### src/rtl/pos_pkg.sv
// Shared definitions for the position-loop DAC path: frame geometry, FSM states, code mapping.
// Build option: POS_DAC_OFFSET_BINARY_EN selects an offset-binary DAC instead of two's complement.
package pos_pkg;

  localparam int         DAC_FRAME_BITS  = 24;
  localparam int         DAC_DATA_BITS   = 16;
  localparam logic [7:0] DAC_CMD_DEFAULT = 8'h18;

  typedef enum logic [1:0] {
    ST_IDLE,
    ST_SHIFT,
    ST_HOLD,
    ST_GAP
  } dac_state_t;

  // Maps the signed loop output onto the code the DAC expects.
  function automatic logic [DAC_DATA_BITS-1:0] dac_code(input logic [DAC_DATA_BITS-1:0] raw);
`ifdef POS_DAC_OFFSET_BINARY_EN
    return {~raw[DAC_DATA_BITS-1], raw[DAC_DATA_BITS-2:0]};
`else
    return raw;
`endif
  endfunction

endpackage

### src/rtl/pos_spi_clk_gen.sv
// SCLK generator: CLK_DIV-cycle half periods while enabled, parked low otherwise.
// rise_en/fall_en flag the clock edge at which dac_sclk is about to toggle.
module pos_spi_clk_gen #(
  parameter int CLK_DIV = 2
) (
  input  logic clk_pid,
  input  logic sys_rstn,
  input  logic en,
  output logic rise_en,
  output logic fall_en,
  output logic dac_sclk
);

  localparam int            CW      = (CLK_DIV > 1) ? $clog2(CLK_DIV) : 1;
  localparam logic [CW-1:0] CNT_MAX = CW'(CLK_DIV - 1);

  logic [CW-1:0] cnt;
  logic          tick;

  assign tick    = en && (cnt == CNT_MAX);
  assign rise_en = tick && !dac_sclk;
  assign fall_en = tick && dac_sclk;

  always_ff @(posedge clk_pid or negedge sys_rstn) begin
    if (!sys_rstn) begin
      cnt      <= '0;
      dac_sclk <= 1'b0;
    end else if (!en) begin
      cnt      <= '0;
      dac_sclk <= 1'b0;
    end else if (tick) begin
      cnt      <= '0;
      dac_sclk <= ~dac_sclk;
    end else begin
      cnt <= cnt + 1'b1;
    end
  end

endmodule

### src/rtl/pos_dac_spi.sv
// Serialises pos_pid DAC words into 24-bit SPI (mode 1) frames with latest-wins buffering
// and a boot-time midscale frame. Build option: POS_DAC_OFFSET_BINARY_EN (see pos_pkg).
module pos_dac_spi
  import pos_pkg::*;
#(
  parameter int         CLK_DIV        = 2,
  parameter logic [7:0] DAC_CMD        = DAC_CMD_DEFAULT,
  parameter int         CS_IDLE_CYCLES = 2
) (
  input  logic                     clk_pid,
  input  logic                     sys_rstn,
  input  logic [DAC_DATA_BITS-1:0] pos_dac,
  input  logic                     pos_dac_valid,
  output logic                     dac_sclk,
  output logic                     dac_csn,
  output logic                     dac_mosi,
  output logic                     dac_busy,
  output logic                     dac_frame_done,
  output logic [15:0]              dac_overrun_cnt
);

  localparam int PW = 16;

  dac_state_t                state;
  logic [DAC_DATA_BITS-1:0]  held;
  logic                      pending;
  logic [DAC_FRAME_BITS-1:0] shreg;
  logic [4:0]                bit_cnt;
  logic [PW-1:0]             phase_cnt;
  logic                      rise_en;
  logic                      fall_en;
  logic                      claim;

  // An idle FSM takes the held word, or the incoming one straight through when nothing is held.
  assign claim = (state == ST_IDLE) && (pending || pos_dac_valid);

  pos_spi_clk_gen #(
    .CLK_DIV (CLK_DIV)
  ) u_clk_gen (
    .clk_pid  (clk_pid),
    .sys_rstn (sys_rstn),
    .en       (state == ST_SHIFT),
    .rise_en  (rise_en),
    .fall_en  (fall_en),
    .dac_sclk (dac_sclk)
  );

  always_ff @(posedge clk_pid or negedge sys_rstn) begin
    if (!sys_rstn) begin
      // NOTE: the held register is reset, not left undefined: pending+0 is what produces the boot frame.
      held            <= '0;
      pending         <= 1'b1;
      dac_overrun_cnt <= '0;
    end else if (pos_dac_valid) begin
      held    <= pos_dac;
      pending <= !(state == ST_IDLE && !pending);
      if (pending && state != ST_IDLE && dac_overrun_cnt != 16'hFFFF)
        dac_overrun_cnt <= dac_overrun_cnt + 16'd1;
    end else if (claim) begin
      pending <= 1'b0;
    end
  end

  always_ff @(posedge clk_pid or negedge sys_rstn) begin
    if (!sys_rstn) begin
      state          <= ST_IDLE;
      dac_csn        <= 1'b1;
      dac_mosi       <= 1'b0;
      dac_busy       <= 1'b0;
      dac_frame_done <= 1'b0;
      shreg          <= '0;
      bit_cnt        <= '0;
      phase_cnt      <= '0;
    end else begin
      // NOTE: non-blocking throughout, so every branch sees the pre-edge values of all state.
      dac_frame_done <= 1'b0;
      case (state)
        ST_IDLE: begin
          if (claim) begin
            dac_csn  <= 1'b0;
            dac_busy <= 1'b1;
            shreg    <= {DAC_CMD, dac_code(pending ? held : pos_dac)};
            bit_cnt  <= '0;
            state    <= ST_SHIFT;
          end
        end
        ST_SHIFT: begin
          if (rise_en) begin
            dac_mosi <= shreg[DAC_FRAME_BITS-1];
            shreg    <= {shreg[DAC_FRAME_BITS-2:0], 1'b0};
          end else if (fall_en) begin
            if (bit_cnt == 5'(DAC_FRAME_BITS - 1)) begin
              phase_cnt <= '0;
              state     <= ST_HOLD;
            end else begin
              bit_cnt <= bit_cnt + 5'd1;
            end
          end
        end
        ST_HOLD: begin
          if (phase_cnt == PW'(CLK_DIV - 1)) begin
            dac_csn        <= 1'b1;
            dac_mosi       <= 1'b0;
            dac_frame_done <= 1'b1;
            phase_cnt      <= '0;
            state          <= ST_GAP;
          end else begin
            phase_cnt <= phase_cnt + 1'b1;
          end
        end
        ST_GAP: begin
          if (phase_cnt == PW'(CS_IDLE_CYCLES - 1)) begin
            dac_busy <= 1'b0;
            state    <= ST_IDLE;
          end else begin
            phase_cnt <= phase_cnt + 1'b1;
          end
        end
        default: state <= ST_IDLE;
      endcase
    end
  end

endmodule

### config.mk
export PLATFORM = sky130hd
export DESIGN_NAME = pos_dac_spi
export DESIGN_NICKNAME = d
export VERILOG_FILES = /design/src/rtl/pos_pkg.sv /design/src/rtl/pos_spi_clk_gen.sv /design/src/rtl/pos_dac_spi.sv
export SDC_FILE = /design/constraint.sdc
export NUM_CORES = 1
export LEC_CHECK = 0
export CAP_MARGIN = 30
export CELL_PAD_IN_SITES_DETAIL_PLACEMENT = 0
export CELL_PAD_IN_SITES_GLOBAL_PLACEMENT = 1
export CORE_AREA = 8 8 106 108
export DETAILED_ROUTE_END_ITERATION = 7
export DIE_AREA = 0 0 114 116
export HOLD_SLACK_MARGIN = 0.1
export PLACE_DENSITY_LB_ADDON = 0.1
export SLEW_MARGIN = 40
export SYNTH_ARGS = -nofsm -noshare
export SYNTH_HDL_FRONTEND = slang
export SYNTH_SLANG_ARGS = --single-unit
### constraint.sdc
create_clock -name clk_pid -period 2.6 [get_ports clk_pid]
set_input_delay 0.39 -clock clk_pid [delete_from_list [all_inputs] [get_ports clk_pid]]
set_output_delay 0.39 -clock clk_pid [all_outputs]
set_load 0.03 [all_outputs]
==> flow_summary.ini <==
[status]
outcome = completed

[sta]
timing_hold_violations_final = 0
max_freq_ghz = 0.4782
final.period_utilization = 0.8043
finalSetupTns_ns = 0
worstMarginPinSlew_ns = 0.6229
slew_viol_final = 0
setup_slack_ns = 0.5089
worst_slew_margin_rel = 0.5812
unrepaired_setup_endpoints_after_global_routing = no
timing.clock.skew_ns = 0.01458
setup_viol_count_final = 0
final.min_clock_period_ns = 2.091

[synthesis]
synth.largest_area_cell = sky130_fd_sc_hd__dfrtp_1
synth_common_cells = 84 x sky130_fd_sc_hd__dfrtp_1, 61 x sky130_fd_sc_hd__nand2_1, 31 x sky130_fd_sc_hd__o21ai_0, 30 x sky130_fd_sc_hd__nor2_1, 27 x sky130_fd_sc_hd__nand3_1
predominant_post_synthesis_flop_cell = sky130_fd_sc_hd__dfrtp_1
avg_synthesized_cell_area_um2 = 9.901
ys_async_sr_fraction = 1.000
synth.yosys.seq_area_share = 0.5108
ys_top_cells_by_area = sky130_fd_sc_hd__dfrtp_1 50%, sky130_fd_sc_hd__nand2_1 5.4%, sky130_fd_sc_hd__mux2_2 4.5%
synth_edf_count = 0
synth.top_cell.area_share = 0.4984
synthMostInstantiatedCell = sky130_fd_sc_hd__dfrtp_1
syn-cell-area_um2 = 4218
cell_count_after_synthesis = 426
yosys_register_bits = 86
synthDistinctLibCells = 54
synth_nets = 453
ys.warnings.count = 0

[worst_setup_path]
timing.critical_path.required_ns = 2.83
critical_path.max_stage_delay_ns = 0.41
critical-path-slowest-cell = sky130_fd_sc_hd__dfrtp_1
worstPathCellList = inv_1, ha_1, inv_1, nand2_1, o31a_1, nand3_1, o311ai_0
worst_path_most_repeated_cell = sky130_fd_sc_hd__inv_1
critical_path.max_fanout = 11
timing.critical_path.arrival_ns = 2.32
endpoint_kind = flop
timing_worst_setup_path_type = flop to flop
buf_inv_on_cp = 2
startpoint_type = flop
path_delay_family = compound AO/OA/AOI/OAI gates

[route]
drt_drc_violations_left = 0
dr_total_vias = 3191
postRouteAntennaNets = 0
dr.first_iter.drc_count = 109
drt_wl_total_um = 8614
routed_wire_length_per_instance_um = 14.21
firstDrtPassIters = 4
avgViaCountPerCell = 5.266

[finish]
layout.cells.non_filler = 606
layout-drive-gt1-share = 0.1015
nets = 496
diodes = 0
area.sequential_um2 = 2155
fillers = 917
flow.area_growth_from_synthesis_pct = 19.07
multiInputGateArea_um2 = 1924

[floorplanning]
starting_density_of_the_core = 0.4417
placementRows = 36
core-area_um2 = 9549
die_width_um = 114
num_io_pins = 40
fp.dieH_um = 116
die_area_um2 = 13220

[power_and_ir_drop]
power.density_cell_area_nw_per_um2 = 601.2
clockPowerShare = 0.373
power.ir.vdd_worst_mv = 0.2976
p_leak_nw = 2.213
power_frac_comb = 0.133
switching_power_uw = 774.5
power.internal_mw = 2.245
netSwitchingFraction = 0.2565
share_seq_of_total_power = 0.494

[job]
max-cap-violations = 0

[global_route]
globalRouteTotalUtil = 0.1403
pin_count_of_the_biggest_net_entering_global_routing = 51
number_of_global_route_vias_before_repair = 3136
grt_first_pass_wirelength_um = 15060
number_of_antenna_violations_at_the_first_check_in_global_routing = 0
overflow = 0

[clocking]
post-cts-setup-buffer-count = 0
clkSlewWorstSetupHoldPaths_ns = 0.08
insertion_delay_ns = 0.35
clock_tree.root_cell = sky130_fd_sc_hd__clkbuf_8
cts_buffers = 9
clock-sinks = 86
cts.htree.levels = 3
cts_max_path_buffers = 2
clock_tree_from_tritoncts = built

[place]
placed_instances = 590
placement.io_buffers = 39
globalplace.congestion = 0.7556
post-dp-hpwl_um = 5982
dp_worst_setup_slack_ns = 0.4530

[min_path]
hp-class = flop to flop
tightest hold or removal path: stages (launching register included):
cell                      delay, ns
sky130_fd_sc_hd__dfrtp_1       0.35
sky130_fd_sc_hd__nand2_1       0.04
sky130_fd_sc_hd__o21ai_0       0.06
logic make-up after synthesis:
| logic type | count (synthesis) | synth area share |
|---|---|---|
| simple gates | 156 | 0.1753 |
| compound gates | 92 | 0.1344 |
| flops | 86 | 0.5108 |
| mux | 35 | 0.08929 |
| buf+inv | 33 | 0.03292 |
| xor+xnor | 15 | 0.03115 |
| fa+ha+maj | 9 | 0.02611 |
path summary, 6_finish.rpt:
| check | start | to | slack, ns | cells past startpoint |
|---|---|---|---|---|
| max reg2reg | state[0]$_DFFE_PN0P_ | phase_cnt[5]$_DFFE_PN0P_ | 0.51 | 7 |
| min in group asynchronous | sys_rstn | dac_overrun_cnt[9]$_DFFE_PN0P_ | 0.53 | 2 |
| max in group asynchronous | sys_rstn | dac_csn$_DFFE_PN1P_ | 1.36 | 3 |
| min reg2reg | shreg[2]$_DFFE_PN0P_ | shreg[2]$_DFFE_PN0P_ | 0.48 | 2 |
| min | shreg[2]$_DFFE_PN0P_ | shreg[2]$_DFFE_PN0P_ | 0.48 | 2 |
| max | state[0]$_DFFE_PN0P_ | phase_cnt[5]$_DFFE_PN0P_ | 0.51 | 7 |
per-stage QoR:
step                instance area, um^2  power [mW]    util  hold WS (ns)
floorplan                          4218       1.722       -       0.09441
global placement                   4777       1.925  0.5003        0.3919
detailed placement                 4777       1.927  0.5003        0.3936
CTS                                5022       3.063  0.5259        0.4881
global route                       5022       3.156  0.5259        0.5068
finish                             5022       3.019  0.5259        0.4802
cells in the final DEF (no fill, tap or decap), types with 4 or more instances in the layout:
cell                              instances
sky130_fd_sc_hd__dfrtp_1                 84
sky130_fd_sc_hd__xor2_1                   5
sky130_fd_sc_hd__ha_1                     8
sky130_fd_sc_hd__nand4_1                  5
sky130_fd_sc_hd__mux2i_1                 17
sky130_fd_sc_hd__xnor2_1                 10
sky130_fd_sc_hd__mux2_2                  17
sky130_fd_sc_hd__o21ai_0                 31
sky130_fd_sc_hd__nand2b_1                 4
sky130_fd_sc_hd__or4_1                    4
sky130_fd_sc_hd__nor2_1                  30
sky130_fd_sc_hd__nand3_1                 27
sky130_fd_sc_hd__clkdlybuf4s50_1         38
sky130_fd_sc_hd__nor3_1                   6
sky130_fd_sc_hd__o31ai_1                  7
sky130_fd_sc_hd__nand2_1                 61
sky130_fd_sc_hd__inv_1                   15
sky130_fd_sc_hd__a31oi_1                  5
sky130_fd_sc_hd__a21oi_1                 25
sky130_fd_sc_hd__buf_4                   10
sky130_fd_sc_hd__and3_1                   4
sky130_fd_sc_hd__o311ai_0                 5
sky130_fd_sc_hd__clkbuf_8                 9
state kept, by name (all words and copies together), names as in the netlist:
signal and flops:
dac_mosi 1, shreg 24, dac_frame_done 1, phase_cnt 16
dac_busy 1, dac_csn 1, state 2, u_clk_gen.cnt 1
u_clk_gen.dac_sclk 1, held 16, bit_cnt 5, pending 1
dac_overrun_cnt 16
layout make-up:
type | count | area share
Sequential cell | 86 | 0.4290
Inverter | 15 | 0.01121
Clock inverter | 5 | 0.02142
Multi-Input combinational cell | 307 | 0.3832
Tap cell | 133 | 0.03313
Timing Repair Buffer | 50 | 0.09666
Clock buffer | 10 | 0.02541
routing by layer:
layer  part of all wire  track usage  wire length, um  vias to the layer above
li1                   -            -                -                     1599
met1               0.49       0.1816             4210                     1538
met2               0.46       0.2224             3947                       42
met3              0.036      0.03491              309                       12
met4              0.017      0.05235              146                        0
met5                  0            0                0                        -
power by group through the flow:
stage               clock (mW)  sequential (mW)  combinational [mW]
detailed placement           0             1.52               0.408
floorplan                    0             1.60               0.125
global placement             0             1.52               0.407
global route              1.22             1.51               0.431
finish                    1.13             1.49               0.402
CTS                       1.16             1.49               0.411
what timing repair did:
action / in CTS / in global routing
resized for setup: 0 / 0
hold endpoints to repair: 36 / 0
hold buffers: 1 / 0
No activity file was read; power rests on OpenSTA's default activity.
